[src/rtl/usr_pkg.sv]
// usr_pkg: mode and FSM state encodings for univ_shift_reg
package usr_pkg;
  localparam logic [2:0] MODE_HOLD = 3'b000;
  localparam logic [2:0] MODE_SHL  = 3'b001;
  localparam logic [2:0] MODE_SHR  = 3'b010;
  localparam logic [2:0] MODE_ROL  = 3'b011;
  localparam logic [2:0] MODE_ROR  = 3'b100;
  localparam logic [2:0] MODE_LOAD = 3'b101;
  typedef enum logic {ST_IDLE, ST_RUN} state_t;
endpackage

[src/rtl/usr_step.sv]
// usr_step: combinational next value of the shift register for one step of a mode
module usr_step
  import usr_pkg::*;
#(
  parameter int WIDTH = 8
) (
  input  logic [WIDTH-1:0] q,
  input  logic [2:0]       mode,
  input  logic             sin_lsb,
  input  logic             sin_msb,
  input  logic [WIDTH-1:0] pdata,
  output logic [WIDTH-1:0] q_next
);
  always_comb
    q_next = mode == MODE_SHL  ? {q[WIDTH-2:0], sin_lsb} :
             mode == MODE_SHR  ? {sin_msb, q[WIDTH-1:1]} :
             mode == MODE_ROL  ? {q[WIDTH-2:0], q[WIDTH-1]} :
             mode == MODE_ROR  ? {q[0], q[WIDTH-1:1]} :
             mode == MODE_LOAD ? pdata : q;
endmodule

[src/rtl/univ_shift_reg.sv]
// univ_shift_reg: universal shift register with single-step and counted bursts; USR_PARITY_EN adds a registered parity output
module univ_shift_reg
  import usr_pkg::*;
#(
  parameter int WIDTH = 8,
  parameter int CNT_W = 4
) (
  input  logic             clk,
  input  logic             rst,
  input  logic             en,
  input  logic [2:0]       mode,
  input  logic             sin_lsb,
  input  logic             sin_msb,
  input  logic [WIDTH-1:0] pdata,
  input  logic             start,
  input  logic [CNT_W-1:0] count,
  output logic [WIDTH-1:0] q,
  output logic             sout_msb,
  output logic             sout_lsb,
  output logic             busy,
  output logic             done
`ifdef USR_PARITY_EN
  ,
  output logic             parity
`endif
);
  state_t           state, state_n;
  logic [CNT_W-1:0] cnt, cnt_n;
  logic [2:0]       mode_l, mode_n;
  logic [WIDTH-1:0] q_n, q_step;
  logic             done_n;
  usr_step #(.WIDTH(WIDTH)) u_step (
    .q      (q),
    .mode   (state == ST_RUN ? mode_l : mode),
    .sin_lsb(sin_lsb),
    .sin_msb(sin_msb),
    .pdata  (pdata),
    .q_next (q_step)
  );
  assign sout_msb = q[WIDTH-1];
  assign sout_lsb = q[0];
  assign busy     = state == ST_RUN;
  always_comb begin
    state_n = state;
    cnt_n   = cnt;
    mode_n  = mode_l;
    q_n     = q;
    done_n  = 1'b0;
    if (state == ST_RUN) begin
      q_n   = q_step;
      cnt_n = cnt - 1'b1;
      if (cnt == CNT_W'(1)) begin
        state_n = ST_IDLE;
        done_n  = 1'b1;
      end
    end else if (start) begin
      if (mode == MODE_LOAD || count == '0) begin
        q_n    = mode == MODE_LOAD ? pdata : q;
        done_n = 1'b1;
      end else begin
        mode_n  = mode;
        cnt_n   = count;
        state_n = ST_RUN;
      end
    end else if (en) begin
      q_n = q_step;
    end
  end
  always_ff @(posedge clk) begin
    if (rst) begin
      state  <= ST_IDLE;
      cnt    <= '0;
      mode_l <= MODE_HOLD;
      q      <= '0;
      done   <= 1'b0;
    end else begin
      state  <= state_n;
      cnt    <= cnt_n;
      mode_l <= mode_n;
      q      <= q_n;
      done   <= done_n;
    end
  end
`ifdef USR_PARITY_EN
  always_ff @(posedge clk)
    parity <= rst ? 1'b0 : ^q_n;
`endif
endmodule

[config.mk]
export PLATFORM = sky130hd
export DESIGN_NAME = univ_shift_reg
export DESIGN_NICKNAME = d
export VERILOG_FILES = /design/src/rtl/usr_pkg.sv /design/src/rtl/usr_step.sv /design/src/rtl/univ_shift_reg.sv
export SDC_FILE = /design/constraint.sdc
export NUM_CORES = 1
export LEC_CHECK = 0
export CAP_MARGIN = 0
export CELL_PAD_IN_SITES_DETAIL_PLACEMENT = 1
export CELL_PAD_IN_SITES_GLOBAL_PLACEMENT = 2
export CORE_MARGIN = 2
export CORE_UTILIZATION = 29
export CTS_BUF_LIST = sky130_fd_sc_hd__clkbuf_8
export DETAILED_ROUTE_END_ITERATION = 10
export GPL_ROUTABILITY_DRIVEN = 1
export PLACE_DENSITY = 0.89
export REMOVE_ABC_BUFFERS = 1
export SLEW_MARGIN = 20
export SYNTH_ARGS = -nofsm -noshare
export SYNTH_HDL_FRONTEND = slang
export SYNTH_SLANG_ARGS = --single-unit
[constraint.sdc]
create_clock -name clk -period 1.6 [get_ports clk]
set_input_delay 0.32 -clock clk [delete_from_list [all_inputs] [get_ports clk]]
set_output_delay 0.32 -clock clk [all_outputs]
set_load 0.005 [all_outputs]
---- Word level (Yosys, flattened, before mapping) ----
Index checks and enable logic that the tools add are counted.
word-level totals
  bits of input ports ..................... 21
  logic and storage cells ................. 47
  output and inout bits ................... 12
  register bits ........................... 17
cells by class
  equal/unequal tests ..................... 10
  add/sub/neg operators ................... 1
  reduce and logical (&&, ||, !) cells .... 7
  bitwise gates (word level) .............. 2
  multiplexer cells ....................... 22
operators by type and width
  operator               number
  $mux W8                10
  $mux W4                3
  $eq A3 B3 Y1 const B   3
  $mux W1                8
  $eq A3 B2 Y1 const B   2
  $ne A3 B1 Y1 const B   2
  $reduce_and A3 Y1      2
  $eq A4 B1 Y1 const B   1
  $logic_not A4 Y1       1
  $sub A4 B1 Y4 const B  1
  $eq A3 B1 Y1 const B   1
  $mux W3                1
  $reduce_bool A3 Y1     1
  $ne A2 B2 Y1 const B   1
  $not A1 Y1             2
  $reduce_and A2 Y1      1
  $reduce_bool A2 Y1     1
  $logic_or A1 B1 Y1     1

---- Logic depth before layout (Yosys ltp) ----
Gate-level depths: netlist of run 1.
  depth in word-level cells ............... 10
  depth in mapped cells ................... 8
  depth with buffers taken out ............ 6

---- Cells and area by module ----
From an unflattened synthesis of run 1, not the netlist that was laid out.
second synthesis, totals
  cell total of the unflattened synthesis .. 181
  area, all modules ....................... 1545.2 µm²
modules (own cells, without submodules)
  module          cells an instance  times used  sequential area each (µm²)  area each (µm²)
  univ_shift_reg  105                1           340.3                       1031.0
  usr_step        76                 1           0.0                         514.2

---- Worst setup path after synthesis of run 1 ----
No wires, ideal clock.
  path kind ............................... in2reg
  start ................................... in mode[2]
  end ..................................... reg q[7]
  arrival ................................. 1335 ps
  library setup time ...................... 120 ps
  buffers on the path ..................... 1
  stages on the path ...................... 6
  setup slack ............................. 145 ps
  required time ........................... 1480 ps
  cells stage by stage .................... buf_4 > and3b_4 > a211oi_4 > nor3_1 > a22oi_1 > nand2_1
between the ends
  cells in the longest elaborated chain, start to end .. 10
  elaborated cells on any way between the ends .. 19
  those cells by class .................... eq/ne: 8; mux: 9; reduce/logical: 2
RTL lines
  item                  line                  source
  start, declared       univ_shift_reg.sv:11  input logic [2:0] mode,
  $mux W3               univ_shift_reg.sv:34  .mode (state == ST_RUN ? mode_l : mode),
  $eq A3 B3 Y1          usr_step.sv:19        mode == MODE_LOAD ? pdata : q;
  $mux W8               usr_step.sv:19
  $mux W8               usr_step.sv:18        mode == MODE_ROR ? {q[0], q[WIDTH-1:1]} :
  $mux W8               usr_step.sv:17        mode == MODE_ROL ? {q[WIDTH-2:0], q[WIDTH-1]} :
  $mux W8               usr_step.sv:16        mode == MODE_SHR ? {sin_msb, q[WIDTH-1:1]} :
  $mux W8               usr_step.sv:15        q_next = mode == MODE_SHL ? {q[WIDTH-2:0], sin_lsb} :
  $mux W8               univ_shift_reg.sv:65  end else if (en) begin
  $mux W8               univ_shift_reg.sv:56  end else if (start) begin
  $mux W8               univ_shift_reg.sv:49  if (state == ST_RUN) begin
  end signal, assigned  univ_shift_reg.sv:80  q <= q_n;
  end, declared         univ_shift_reg.sv:17  output logic [WIDTH-1:0] q,
Parallel ways exist; a longest one is shown, timed or not. The select of a mux whose other input is x is not followed.
A chain may end at the register's enable or synchronous reset.

---- Final worst setup path of run 1 ----
  start ................................... reg state, in the netlist busy
  end ..................................... reg q[0]
between the ends
  cells in the longest elaborated chain, start to end .. 10
  elaborated cells on any way between the ends .. 18
  those cells by class .................... eq/ne: 7; mux: 9; reduce/logical: 2
RTL lines
  item                    line                  source
  start, declared         univ_shift_reg.sv:27  state_t state, state_n;
  start signal, assigned  univ_shift_reg.sv:77  state <= state_n;
  $mux W3                 univ_shift_reg.sv:34
  $eq A3 B3 Y1            usr_step.sv:19
  $mux W8                 usr_step.sv:19
  $mux W8                 usr_step.sv:18
  $mux W8                 usr_step.sv:17
  $mux W8                 usr_step.sv:16
  $mux W8                 usr_step.sv:15
  $mux W8                 univ_shift_reg.sv:65
  $mux W8                 univ_shift_reg.sv:56
  $mux W8                 univ_shift_reg.sv:49
Parallel ways exist; a longest one is shown, timed or not. The select of a mux whose other input is x is not followed.

==> results.txt, run 1 <==
Layout cell share with drive strength beyond 1 - 28.4%
Synth Warn # - 0
RD Place Congestion - 0.803
Fin. max-slew vios - 0
Hold endpoint - cnt[1]
Reg2reg start - busy
Mux share of post-synthesis cell area - 5.57%
FF+latch count, synth - 17
Outcome - completed
Syn Inst Count - 171
Clk_skew - 1.68 ps
GRT Total Usage - 17.6%
Post-Syn Area per Cell - 8.01 um2
Port buffer count - 32
DP HPWL - 3510 um
Commonest non-fill, non-tap cell in the layout - clkdlybuf4s50_1
Post-route worst setup slack - 13.8 ps
P_leak - 0.772 nW
CTS root buf - clkbuf_8
Number of global-route vias before repair - 1519
Num CTS Buffers - 3
Setup_tns - 0 ps
Final hold vios - 0
Std-Cell Rows - 25
Compound-cell area share of the yosys netlist - 36.5%
CTS max path bufs - 2
Cell family with most CP delay - flip-flops
Least-Margin Pin Slew - 496 ps
Max VDD drop - 280 uV
Worst hold start - cnt[1]
Fin crit share - 99.1%
Sequential element share of the synthesized area - 24.8%
Flop pwr share - 35.2%
Via density - 5.51
Hold crit path type - flip-flop to flip-flop
Post-synthesis adder-cell area fraction - 1.83%
Routed wire length - 4630 um
Clock power frac - 21.7%
Critical path data required time - 1750 ps
Routed len/inst - 16.6 um
Internal Power - 0.00100 W
Worst path bufs/invs - 1
Top-level port count - 33
Critical-path top delay cell - dfxtp_4
Hold slack - 492 ps
Vias - 1537
Skew-Pair Late Insertion Delay - 260 ps
Synth top area cells - dfxtp_1 (25%), a21oi_1 (6.9%), nand2_1 (3.8%)
Initial Util - 29.6%
MaxCap Viol Count - 0
Router iterations before antenna repair - 4
Commonest non-fill, non-tap cells in the layout - clkdlybuf4s50_1 (28), buf_4 (24), a21oi_1 (18)
Core Footprint - 0.00463 mm2
CTS tree - built
Synth area leader - dfxtp_1
Die Wd - 72.7 um
Fmax - 0.630 GHz
Power Density - 760 mW/mm2
Simple-gate area share of the yosys netlist - 20.8%
WP data arrival - 1730 ps
# fillers - 574
Synthesis-to-finish area growth - 49.3%
Clock slew at reported path FFs - 70 ps
Worst r2r path cells - 6
Mapped Area - 0.00137 mm2
Yosys top cell area share - 24.8%
Top_reg_cell synth - dfxtp_1
Cell variety after synth - 48
CP Cell Sequence - buf_12 -> mux2_2 -> nor3_1 -> a31oi_1 -> o31ai_1 -> o21ai_1
Final Net Count - 249
Setup crit start kind - flip-flop
Iter 0 DRT Violations - 81
Critical Path Sink Type - flip-flop
First-pass GRT wire length - 7290 um
XOR/XNOR Fraction of Synth Area - 1.92%
H-tree depth - 1
N_diodes - 0
Maximum fanout along the worst path - 10
Unrepaired setup endpoints after global routing - yes
Combinational power share - 43.1%
Reg2reg setup slack - 10 ps
Switching fraction of total power - 35.4%
Relative slew slack - 66.3%
Crit path largest cell delay - 390 ps
Initial antenna violation count - 0
Antenna violation net count after detailed routing - 0
R2r endpoint - q[0]
Place WS - -475 ps
Post-route DRC violation count - 0
Critical path class - flip-flop to flip-flop
Die Y-Extent - 72.7 um
Critical path depth in cells - 6
Tmin final - 1590 ps
Final setup vio count - 0
Die Area - 0.00529 mm2
Async set-reset flop share out of synthesis - 0%
Worst hold path cell count - 2
Largest net degree at the start of global routing - 14
Largest family of logic cells by synthesized area - compound AO/OA/AOI/OAI gates
Post-synth EDFFs - 0
NetSw - 0.000549 W
Overflow after GRT - 0
CTS Sinks - 17
## per-stage QoR
step / util (%) / power, W / std cells / cell area, um2
final: 44.2 / 0.00155 / 279 / 2050
after global routing: 44.2 / 0.00164 / 279 / 2050
after CTS: 43.4 / 0.00155 / 279 / 2010
after detailed placement: 40.8 / 0.00117 / 273 / 1890
after global placement: 40.8 / 0.00115 / 273 / 1890
after floorplan: - / 0.000836 / 159 / 1280
## what timing repair did
action	4_1_cts	5_1_grt
gates resized for setup	21	11
buffers inserted	2	0
endpoints found under the setup margin	10	13
hold buffers	0	0
pin swaps	4	4
## power groups by stage
stage / Sequential (W) / Clock, W / Combinational, W
2_1_floorplan: 0.000544 / 0 / 0.000292
3_3_place_gp: 0.000547 / 0 / 0.000604
3_5_place_dp: 0.000550 / 0 / 0.000618
4_1_cts: 0.000543 / 0.000345 / 0.000658
5_1_grt: 0.000556 / 0.000361 / 0.000725
6_report: 0.000548 / 0.000337 / 0.000669
## worst min-delay path, cell delays in order, from the launching register on
cell     delay, ps
dfxtp_1        330
nand2_1         60
a21oi_1         50
## registers in the layout, indices dropped and copies added, names as in the netlist
| name | flops |
|---|---|
| mode_l | 3 |
| cnt | 4 |
| done | 1 |
| q | 8 |
| busy | 1 |
## logic make-up after synthesis
family	after synthesis
AO/OA/AOI/OAI	69
XOR/XNOR	3
adder cells (fa/ha/maj)	2
buffers and inverters	19
flip-flops	17
multiplexers	7
AND/OR/NAND/NOR	54
## Yosys cell counts, types with 3 or more instances
| cell type | number |
|---|---|
| o221ai_1 | 4 |
| nand2b_1 | 3 |
| o21bai_1 | 4 |
| buf_4 | 3 |
| inv_1 | 7 |
| a211oi_1 | 4 |
| a221oi_1 | 3 |
| dfxtp_1 | 17 |
| a31oi_1 | 3 |
| o21ai_0 | 7 |
| buf_2 | 3 |
| a21oi_1 | 19 |
| buf_6 | 4 |
| nand2_1 | 14 |
| a211oi_2 | 4 |
| o21a_1 | 5 |
| nand3b_1 | 3 |
| nor3_1 | 9 |
| mux2i_1 | 4 |
| nor2_1 | 12 |
## final cells by class
class | count | area, um2 | area share (%)
Clock buffer | 3 | 41.3 | 2.02
Inverter | 7 | 26.3 | 1.28
Tap cell | 54 | 67.6 | 3.30
Timing Repair Buffer | 62 | 576 | 28.1
Multi-Input combinational cell | 135 | 982 | 48.0
Clock inverter | 1 | 3.75 | 0.183
Sequential cell | 17 | 349 | 17.1
## per-layer routing
layer	up-vias	track usage, %	routed length [um]
li1	749	-	-
met1	757	24.1	2180
met2	26	29.5	2290
met3	5	1.66	106
met4	0	4.94	54
met5	-	0	0
## worst max path at each step
stage            start   end  slack (ps)
3_5_place_dp   mode[2]  q[3]        -480
6_report          busy  q[0]          10
4_1_cts           busy  q[5]         -30
2_1_floorplan     busy  q[0]        -290
3_3_place_gp   mode[2]  q[6]        -410
5_1_grt           busy  q[7]         -80
Power figures use the tool's default switching activity.
==> run 2: changes to the inputs <==
--- a/config.mk
+++ b/config.mk
@@ -19,3 +19,4 @@
 export SYNTH_ARGS = -nofsm -noshare
 export SYNTH_HDL_FRONTEND = slang
 export SYNTH_SLANG_ARGS = --single-unit
+export TNS_END_PERCENT = 20
==> run 2 against run 1 <==
The flow now finishes with violations (setup timing). Worst setup slack got worse by 21 ps. Worst hold slack about the same. Total power decreased by 0.46%. First-iteration DRC count decreased by 17%. Critical path type unchanged. Largest cell class unchanged. Highest routed layer unchanged.
==> results.txt, run 2 (synthesis gave the netlist of run 1 again) <==
Final Net Count - 249 (unchanged)
GRT Total Usage - 17.6% (-0.057 points)
MaxCap Viol Count - 0 (unchanged)
Initial Util - 29.6% (unchanged)
N_diodes - 0 (unchanged)
Routed wire length - 4610 um (-0.41%)
Hold crit path type - flip-flop to flip-flop
Crit. Startpoint - busy
R2r endpoint - q[1]
Die Wd - 72.7 um (unchanged)
Number of global-route vias before repair - 1514 (-0.33%)
Worst hold path cell count - 2 (unchanged)
CTS root buf - clkbuf_8
Critical Path Sink Type - flip-flop
P_leak - 0.768 nW (-0.53%)
Least-Margin Pin Slew - 486 ps (-10.0 ps)
Worst r2r path cells - 6 (unchanged)
Unrepaired setup endpoints after global routing - yes
# fillers - 574 (unchanged)
Fin crit share - 100% (+1.3 points)
RD Place Congestion - 0.803 (unchanged)
Post-route DRC violation count - 0 (unchanged)
DP HPWL - 3510 um (unchanged)
Commonest non-fill, non-tap cell in the layout - clkdlybuf4s50_1
Hold endpoint - cnt[1]
Outcome - finished, violations left
Post-route worst setup slack - -7.22 ps (-21.0 ps)
Clk_skew - 2.68 ps (+0.998 ps)
Worst hold start - cnt[1]
Num CTS Buffers - 3 (unchanged)
Core Footprint - 0.00463 mm2 (unchanged)
Fin. max-slew vios - 0 (unchanged)
Placed cells - 273 (unchanged)
Iter 0 DRT Violations - 67 (-17%)
Multi-input combinational cell area - 967 um2 (-1.5%)
WP data arrival - 1780 ps (+50 ps)
Critical path data required time - 1770 ps (+20 ps)
Max VDD drop - 270 uV (-3.7%)
H-tree depth - 1 (unchanged)
Skew-Pair Late Insertion Delay - 260 ps (about the same)
Clock slew at reported path FFs - 70 ps (about the same)
Overflow after GRT - 0 (unchanged)
Reg2reg setup slack - -7 ps (-20 ps)
Clock power frac - 21.9% (+0.2 points)
Layout cell share with drive strength beyond 1 - 27.1% (-1.3 points)
Fin util - 43.8% (-0.38 points)
Largest net degree at the start of global routing - 14 (unchanged)
Die Y-Extent - 72.7 um (unchanged)
Synthesis-to-finish area growth - 48.0%
Flop pwr share - 35.2% (about the same)
CTS tree - built
Tmin final - 1610 ps (+21.0 ps)
Port buffer count - 32 (unchanged)
Via density - 5.42 (-1.6%)
Commonest non-fill, non-tap cells in the layout - clkdlybuf4s50_1 (28), buf_4 (24), a21oi_1 (18)
Violated checks - setup timing
Reg2reg start - busy
Std-Cell Rows - 25 (unchanged)
Largest register FFs - 8 (unchanged)
FF/Latch Area - 347 um2 (-0.72%)
Maximum fanout along the worst path - 10 (unchanged)
NetSw - 0.000547 W (-0.37%)
Final hold vios - 0 (unchanged)
Relative slew slack - 67.0% (+0.68 points)
Non-Filler Instances - 279 (unchanged)
Hold Buf Count CTS - 0 (unchanged)
Routed len/inst - 16.5 um (-0.41%)
Final setup vio count - 1 (+1)
Largest registers - q x8, cnt x4, mode_l x3
Router iterations before antenna repair - 4 (unchanged)
Internal Power - 0.00100 W (-0.51%)
Fmax - 0.622 GHz (-1.3%)
Vias - 1513 (-1.6%)
CTS Sinks - 17 (unchanged)
Power Density - 763 mW/mm2 (+0.40%)
Register bank with the most flops - q
Die Area - 0.00529 mm2 (unchanged)
Setup crit start kind - flip-flop
CTS max path bufs - 2 (unchanged)
Critical path class - flip-flop to flip-flop
Antenna violation net count after detailed routing - 0 (unchanged)
Switching fraction of total power - 35.4% (about the same)
First-pass GRT wire length - 7250 um (-0.48%)
Initial antenna violation count - 0 (unchanged)
Top-level port count - 33 (unchanged)
Combinational power share - 42.8% (-0.3 points)
-- run 2: area by class of cell --
class / count / area share, %
clock buffer: 3 / 2.04
inverter: 7 / 1.30
tap: 54 / 3.33
clock inverter: 1 / 0.185
multi-input combinational: 135 / 47.7
sequential: 17 / 17.1
timing repair buffer: 62 / 28.4
-- run 2: layer usage --
metal	global-route usage, %	part of all wire (%)
met2	29.3	50
met4	4.94	1.4
met3	1.66	1.9
met5	0	0
met1	24.1	47
-- run 2: worst max-delay path, stage by stage (launching register included) --
cell       delay, ps
dfxtp_4          370
buf_12           140
and3_1           180
a31oi_2          220
o22a_1           180
o2111ai_1        160
a221oi_2         270
-- run 2: repair_timing --
action,in CTS,in global routing
buffers inserted,2,0
pin swaps,4,5
resized for setup,19,8
setup endpoints to repair,10,12
-- run 2: worst max path at each step --
stage | slack [ps] | end | depth (start not counted)
after floorplan | -290 | q[0] | 5
after global placement | -410 | q[6] | 7
after global routing | -90 | q[1] | 6
after CTS | -30 | q[5] | 7
final | -7 | q[1] | 6
after detailed placement | -480 | q[3] | 5
-- run 2: through the flow --
step	cell area (um2)	setup slack, ps	hold slack [ps]	total power [W]	TNS (ps)
after floorplan	1280	-295	389	0.000836	-2190
after global placement	1890	-409	474	0.00115	-4790
after detailed placement	1890	-475	484	0.00117	-5260
after CTS	2000	-32.6	496	0.00154	-70.1
after global routing	2030	-87.2	523	0.00163	-463
final	2030	-7.22	492	0.00155	-7.22
-- run 2: power by group through the flow --
stage | registers (W) | clock network (W) | logic, W
2_1_floorplan | 0.000544 | 0 | 0.000292
3_3_place_gp | 0.000547 | 0 | 0.000604
3_5_place_dp | 0.000550 | 0 | 0.000618
4_1_cts | 0.000542 | 0.000345 | 0.000649
5_1_grt | 0.000554 | 0.000358 | 0.000719
6_report | 0.000545 | 0.000339 | 0.000663
==> run 3: changes to the inputs <==
--- a/config.mk
+++ b/config.mk
@@ -5,7 +5,6 @@
 export SDC_FILE = /design/constraint.sdc
 export NUM_CORES = 1
 export LEC_CHECK = 0
-export CAP_MARGIN = 0
 export CELL_PAD_IN_SITES_DETAIL_PLACEMENT = 1
 export CELL_PAD_IN_SITES_GLOBAL_PLACEMENT = 2
 export CORE_MARGIN = 2
==> results of run 3 <==
No change in the layout: final DEF, timing and power equal those of run 2.
